**config.mk**
```make
export PLATFORM = sky130hd
export DESIGN_NAME = matmul_stream_core
export DESIGN_NICKNAME = d
export VERILOG_FILES = /design/src/rtl/matmul_stream_core.sv
export SDC_FILE = /design/constraint.sdc
export NUM_CORES = 2
export LEC_CHECK = 0
export ABC_AREA = 1
export CORE_MARGIN = 3
export CORE_UTILIZATION = 41
export CTS_CLUSTER_SIZE = 24
export DETAILED_ROUTE_END_ITERATION = 12
export PLACE_DENSITY_LB_ADDON = 0.3
export SLEW_MARGIN = 15
export SYNTH_ARGS = -nofsm -noshare
export SYNTH_HDL_FRONTEND = slang
export SYNTH_SLANG_ARGS = --single-unit
```
**constraint.sdc**
```tcl
create_clock -name clk -period 12.4 [get_ports clk]
set_clock_uncertainty 0.05 [all_clocks]
set_input_delay 3.1 -clock clk [delete_from_list [all_inputs] [get_ports clk]]
set_output_delay 3.1 -clock clk [all_outputs]
set_load 0.01 [all_outputs]
```
**src/rtl/matmul_stream_core.sv**
```systemverilog
// matmul_stream_core: streams in a size word, then matrices A and B, computes
// C = A x B with a two-stage multiply/accumulate pipeline, and streams every
// result element out as OUT_BYTES little-endian bytes over valid/ready.
module matmul_stream_core #(
    parameter int DATA_W    = 8,
    parameter int MAX_SIZE  = 10,
    parameter int ACC_W     = 24,
    parameter int OUT_BYTES = 3,
    parameter int SIGNED    = 0
) (
    input  logic              clk,
    input  logic              rst,
    input  logic [DATA_W-1:0] in_data,
    input  logic              in_valid,
    output logic              in_ready,
    output logic [7:0]        out_data,
    output logic              out_valid,
    input  logic              out_ready,
    output logic              busy,
    output logic              done,
    output logic              err
);

    localparam int   CELLS  = MAX_SIZE * MAX_SIZE;
    localparam int   ADDR_W = (CELLS > 1) ? $clog2(CELLS) : 1;
    localparam int   PROD_W = 2 * DATA_W;
    localparam int   OUT_W  = 8 * OUT_BYTES;
    localparam logic SGN    = (SIGNED != 0);

    typedef enum logic [2:0] {
        IDLE,
        LOAD_A,
        LOAD_B,
        COMPUTE,
        SEND
    } state_t;

    state_t state, state_nxt;

    logic [DATA_W-1:0] mem_a [CELLS];
    logic [DATA_W-1:0] mem_b [CELLS];

    logic [7:0]        n_q;
    logic [7:0]        ci;
    logic [7:0]        cj;
    logic [7:0]        cc;
    logic [7:0]        byte_cnt;
    logic [ADDR_W-1:0] idx;

    logic              v1;
    logic              first1;
    logic [ACC_W-1:0]  p1;
    logic [ACC_W-1:0]  acc;
    logic [OUT_W-1:0]  shreg;
    logic              err_q;
    logic              done_q;

    logic              in_fire;
    logic              out_fire;
    logic [7:0]        size_word;
    logic              size_ok;
    logic [ADDR_W-1:0] nn_last;
    logic              load_last;
    logic              issue;
    logic              cell_end;
    logic              byte_last;
    logic              last_cell;
    logic [7:0]        k;
    logic [ADDR_W-1:0] a_addr;
    logic [ADDR_W-1:0] b_addr;
    logic [PROD_W-1:0] a_ext;
    logic [PROD_W-1:0] b_ext;
    logic [PROD_W-1:0] prod_raw;
    logic [ACC_W-1:0]  prod_ext;
    logic [OUT_W-1:0]  res_ext;

    assign in_fire   = in_valid && in_ready;
    assign out_fire  = out_valid && out_ready;
    assign size_word = 8'(in_data);
    assign size_ok   = (size_word != 8'd0) && (32'(size_word) <= 32'(MAX_SIZE));
    assign nn_last   = ADDR_W'(n_q) * ADDR_W'(n_q) - ADDR_W'(1);
    assign load_last = (idx == nn_last);
    assign issue     = (state == COMPUTE) && (cc < n_q);
    assign cell_end  = (state == COMPUTE) && (cc == n_q + 8'd1);
    assign byte_last = (byte_cnt == 8'(OUT_BYTES - 1));
    assign last_cell = (ci == n_q - 8'd1) && (cj == n_q - 8'd1);
    assign k         = issue ? cc : 8'd0;
    assign a_addr    = ADDR_W'(ci) * ADDR_W'(n_q) + ADDR_W'(k);
    assign b_addr    = ADDR_W'(k) * ADDR_W'(n_q) + ADDR_W'(cj);

    // Operand/product extension: the product is formed at 2*DATA_W, then widened to ACC_W and the result to OUT_W
    always_comb begin
        a_ext                = {PROD_W{SGN & mem_a[a_addr][DATA_W-1]}};
        a_ext[DATA_W-1:0]    = mem_a[a_addr];
        b_ext                = {PROD_W{SGN & mem_b[b_addr][DATA_W-1]}};
        b_ext[DATA_W-1:0]    = mem_b[b_addr];
        prod_raw             = a_ext * b_ext;
        prod_ext             = {ACC_W{SGN & prod_raw[PROD_W-1]}};
        prod_ext[PROD_W-1:0] = prod_raw;
        res_ext              = {OUT_W{SGN & acc[ACC_W-1]}};
        res_ext[ACC_W-1:0]   = acc;
    end

    // Next-state logic for the load / compute / send sequence
    always_comb begin
        state_nxt = state;
        case (state)
            IDLE:    if (in_fire && size_ok) state_nxt = LOAD_A;
            LOAD_A:  if (in_fire && load_last) state_nxt = LOAD_B;
            LOAD_B:  if (in_fire && load_last) state_nxt = COMPUTE;
            COMPUTE: if (cell_end) state_nxt = SEND;
            SEND:    if (out_fire && byte_last) state_nxt = last_cell ? IDLE : COMPUTE;
            default: state_nxt = IDLE;
        endcase
    end

    // Handshake and status outputs decoded from the current state
    always_comb begin
        in_ready  = (state == IDLE) || (state == LOAD_A) || (state == LOAD_B);
        out_valid = (state == SEND);
        out_data  = (state == SEND) ? shreg[7:0] : 8'h00;
        busy      = (state != IDLE);
        done      = done_q;
        err       = err_q;
    end

    // State register; reset aborts any job in flight
    always_ff @(posedge clk or posedge rst) begin
        if (rst) state <= IDLE;
        else     state <= state_nxt;
    end

    // Matrix storage is plain RAM, written only while loading
    always_ff @(posedge clk) begin
        if (in_fire && (state == LOAD_A)) mem_a[idx] <= in_data;
        if (in_fire && (state == LOAD_B)) mem_b[idx] <= in_data;
    end

    // Counters, MAC pipeline, output shifter and status pulses
    always_ff @(posedge clk or posedge rst) begin
        if (rst) begin
            n_q      <= 8'd0;
            ci       <= 8'd0;
            cj       <= 8'd0;
            cc       <= 8'd0;
            byte_cnt <= 8'd0;
            idx      <= '0;
            v1       <= 1'b0;
            first1   <= 1'b0;
            p1       <= '0;
            acc      <= '0;
            shreg    <= '0;
            err_q    <= 1'b0;
            done_q   <= 1'b0;
        end else begin
            err_q  <= 1'b0;
            done_q <= 1'b0;
            v1     <= issue;
            first1 <= issue && (cc == 8'd0);
            if (issue) p1 <= prod_ext;
            if (v1) acc <= first1 ? p1 : acc + p1;
            case (state)
                IDLE: begin
                    if (in_fire) begin
                        if (size_ok) begin
                            n_q <= size_word;
                            idx <= '0;
                        end else begin
                            err_q <= 1'b1;
                        end
                    end
                end
                LOAD_A, LOAD_B: begin
                    if (in_fire) begin
                        idx <= load_last ? '0 : idx + ADDR_W'(1);
                        if ((state == LOAD_B) && load_last) begin
                            ci <= 8'd0;
                            cj <= 8'd0;
                            cc <= 8'd0;
                        end
                    end
                end
                COMPUTE: begin
                    if (cell_end) begin
                        cc       <= 8'd0;
                        shreg    <= res_ext;
                        byte_cnt <= 8'd0;
                    end else begin
                        cc <= cc + 8'd1;
                    end
                end
                SEND: begin
                    if (out_fire) begin
                        shreg <= shreg >> 8;
                        if (byte_last) begin
                            byte_cnt <= 8'd0;
                            if (last_cell) begin
                                ci     <= 8'd0;
                                cj     <= 8'd0;
                                done_q <= 1'b1;
                            end else if (cj == n_q - 8'd1) begin
                                cj <= 8'd0;
                                ci <= ci + 8'd1;
                            end else begin
                                cj <= cj + 8'd1;
                            end
                        end else begin
                            byte_cnt <= byte_cnt + 8'd1;
                        end
                    end
                end
                default: ;
            endcase
        end
    end

endmodule
```
==> results.sh <==
export IMPL_place_congestion=0.924
export IMPL_regToRegEndpoint="p1[15]$_DFFE_PP0N_"
export IMPL_min_period_ns=10.89
export IMPL_ys_seq_area_frac=0.669
export IMPL_synthesis_area_sq_um=76300
export IMPL_ys_async_sr_fraction=0.0687
export IMPL_synth_edf_count=1600
export IMPL_syn_avg_cell_area_sq_um=11.1
export IMPL_cp_required_ns=13.02
export IMPL_area_growth_pct=10.8
export IMPL_synth_warnings=0
export IMPL_wirelength_mm=216
export IMPL_syn_nets=7050
export IMPL_drtIter0Drc=5843
export IMPL_ios=25
export IMPL_cap_violations=0
export IMPL_setup_violations=0
export IMPL_wire_per_inst_um=23.1
export IMPL_ys_ff_latch=1718
export IMPL_cts_tree="built"
export IMPL_criticalPathCategory="register to register"
export IMPL_fmax_mhz=91.8
export IMPL_crit_arrival_ns=11.51
export IMPL_drc=0
export IMPL_worst_slew_pin_slew_ns=1.23
export IMPL_synth_cell_types=57
export IMPL_ctsHoldBuffers=0
export IMPL_fp_dieArea_sq_um=191000
export IMPL_yosys_area_top_type="edfxtp_1"
export IMPL_slowest_stage="dfrtp_1"
export IMPL_rr_worst_depth=45
export IMPL_synth_most_common_cell="edfxtp_1"
export IMPL_grt_pass1_wl_mm=324
export IMPL_dr_pass1_iters=8
export IMPL_postCtsSetupRepairBufs=0
export IMPL_overflow=0
export IMPL_clock_latency_ns=0.82
export IMPL_dpl_hpwl_mm=133
export IMPL_htreeDepth=4
export IMPL_max_stage_delay_ns=0.74
export IMPL_clk_path_buf_depth=3
export IMPL_clockRootBuffer="clkbuf_16"
export IMPL_hold_depth=2
export IMPL_critPathLaunchType="register"
export IMPL_end_kind="register"
export IMPL_crit_fanout=27
export IMPL_cts_inserted_buffers=179
export IMPL_grt_usage=0.222
export IMPL_fin_ws_ns=1.51
export IMPL_initial_core_util=0.414
export IMPL_hold_end="shreg[9]$_DFFE_PP0P_"
export IMPL_numClockSinks=1718
export IMPL_vias_per_cell=5.62
export IMPL_status="finished clean"
export IMPL_maxSlewViolCount=0
export IMPL_netlist_instances=6859
export IMPL_period_share=0.878
export IMPL_grt_max_degree=165
export IMPL_synth_common_cells="1,600 x edfxtp_1, 1,573 x nand2_1, 898 x nand3_1"
export IMPL_crit_top_cell="nand2_1"
export IMPL_first_global_vias=49029
export IMPL_fill_cells=16508
export IMPL_min_delay_start="shreg[9]$_DFFE_PP0P_"
export IMPL_antenna_found_initial=4
export IMPL_cts_clk_slew_worst_paths_ns=0.07
export IMPL_antenna_left=0
export IMPL_synth_top_area_frac=0.630
export IMPL_synth_area_leaders="edfxtp_1 63%, nand2_1 7.7%, nand3_1 5.9%"
export IMPL_core_sq_um=184000
export IMPL_rsz0062_at_grt="no"
export IMPL_num_rows=157
export IMPL_nNetsFinal=6909
export IMPL_r2r_slack_ns=1.51
export IMPL_synth_top_flop_cell="edfxtp_1"
export IMPL_io_buffer_count=24
export IMPL_die_width_um=437
export IMPL_slew_headroom=0.177
export IMPL_vias=52424
export IMPL_tns_ns=0
export IMPL_finalHoldViolations=0
export IMPL_hold_class="register to register"
export IMPL_ctsResizeCount=0
export IMPL_dp_slack_ns=1.49
export IMPL_layout_drive_gt1_share=0.0588
export IMPL_dieHeight_um=437
export IMPL_r2r_start="n_q[1]$_DFFE_PP0P_"
==> how the worst max path moves through the flow <==
stage                    endpoint          startpoint  slack [ns]  cells after the start
6_report       p1[15]$_DFFE_PP0N_  n_q[1]$_DFFE_PP0P_        1.51                     45
5_1_grt        p1[15]$_DFFE_PP0N_  n_q[1]$_DFFE_PP0P_        0.47                     45
4_1_cts        p1[15]$_DFFE_PP0N_  n_q[1]$_DFFE_PP0P_        1.48                     45
3_5_place_dp   p1[15]$_DFFE_PP0N_  n_q[1]$_DFFE_PP0P_        1.49                     45
3_3_place_gp   p1[15]$_DFFE_PP0N_  n_q[1]$_DFFE_PP0P_        1.56                     45
2_1_floorplan  p1[12]$_DFFE_PP0N_  n_q[1]$_DFFE_PP0P_        3.45                     50
==> critical path: cells and delay by family (launching register included) <==
| kind | cells | cell delay (ns) |
|---|---|---|
| simple gates | 17 | 2.98 |
| compound gates | 8 | 1.15 |
| flops | 1 | 0.74 |
| fa+ha+maj | 11 | 4.70 |
| xor+xnor | 1 | 0.14 |
| buf+inv | 8 | 0.95 |
==> flip-flops by register name (all words and copies together) (netlist names) <==
signal	flops
mem_a	800
acc	24
shreg	24
ci	8
cc	8
done	1
byte_cnt	8
first1	1
err	1
mem_b	800
p1	16
idx	7
v1	1
cj	8
state	3
n_q	8
==> final cells by class <==
cell class / instances / area [sq um] / share of cell area
Sequential cell: 1718 / 51000 / 0.603
Clock buffer: 235 / 4750 / 0.0562
Tap cell: 2464 / 3080 / 0.0365
Multi-Input combinational cell: 4405 / 22500 / 0.267
Antenna cell: 1 / 2.50 / 0.0000296
Clock inverter: 94 / 988 / 0.0117
Timing Repair Buffer: 94 / 956 / 0.0113
Inverter: 320 / 1230 / 0.0145
==> routing by layer <==
| layer | vias to the layer above | part of all wire | track usage |
|---|---|---|---|
| met5 | - | 0 | 0 |
| met2 | 2253 | 0.44 | 0.331 |
| met3 | 326 | 0.089 | 0.0435 |
| met4 | 0 | 0.028 | 0.0666 |
| li1 | 23884 | - | - |
| met1 | 25961 | 0.44 | 0.330 |
==> cell families (layout without fill, tap and decap cells) <==
| logic type | Yosys count | in the layout | synth area share |
|---|---|---|---|
| AO/OA/AOI/OAI | 913 | 913 | 0.0702 |
| XOR/XNOR | 73 | 73 | 0.00838 |
| adder cells (fa/ha/maj) | 179 | 179 | 0.0362 |
| buffers and inverters | 736 | 743 | 0.0377 |
| flip-flops | 1718 | 1718 | 0.669 |
| other | 0 | 1 | 0 |
| AND/OR/NAND/NOR | 3240 | 3240 | 0.179 |
==> layout by cell type (no fill, tap or decap), types with 52 or more instances in the layout <==
| cell type | netlist | routed |
|---|---|---|
| edfxtp_1 | 1600 | 1600 |
| nor2_1 | 644 | 642 |
| xor2_1 | 57 | 57 |
| fa_1 | 69 | 67 |
| clkbuf_16 | 0 | 181 |
| nand3_1 | 898 | 898 |
| a21oi_1 | 224 | 224 |
| ha_1 | 110 | 104 |
| o22ai_1 | 124 | 124 |
| nand2_1 | 1573 | 1572 |
| clkbuf_1 | 294 | 52 |
| o21ai_0 | 383 | 383 |
| dfrtp_1 | 118 | 118 |
| inv_1 | 306 | 300 |
| buf_4 | 6 | 57 |
==> through the flow <==
stage,instances,util,hold slack [ns],cell area [sq um]
after floorplan,6859,-,0.396,76300
after global placement,9001,0.428,0.414,78800
after detailed placement,9001,0.428,0.416,78800
after CTS,9330,0.459,0.433,84500
after global routing,9330,0.459,0.476,84500
final,9331,0.459,0.429,84500
Power is not shown: default switching activity piles up to over one toggle a cycle in this logic, so the estimate is an artifact.
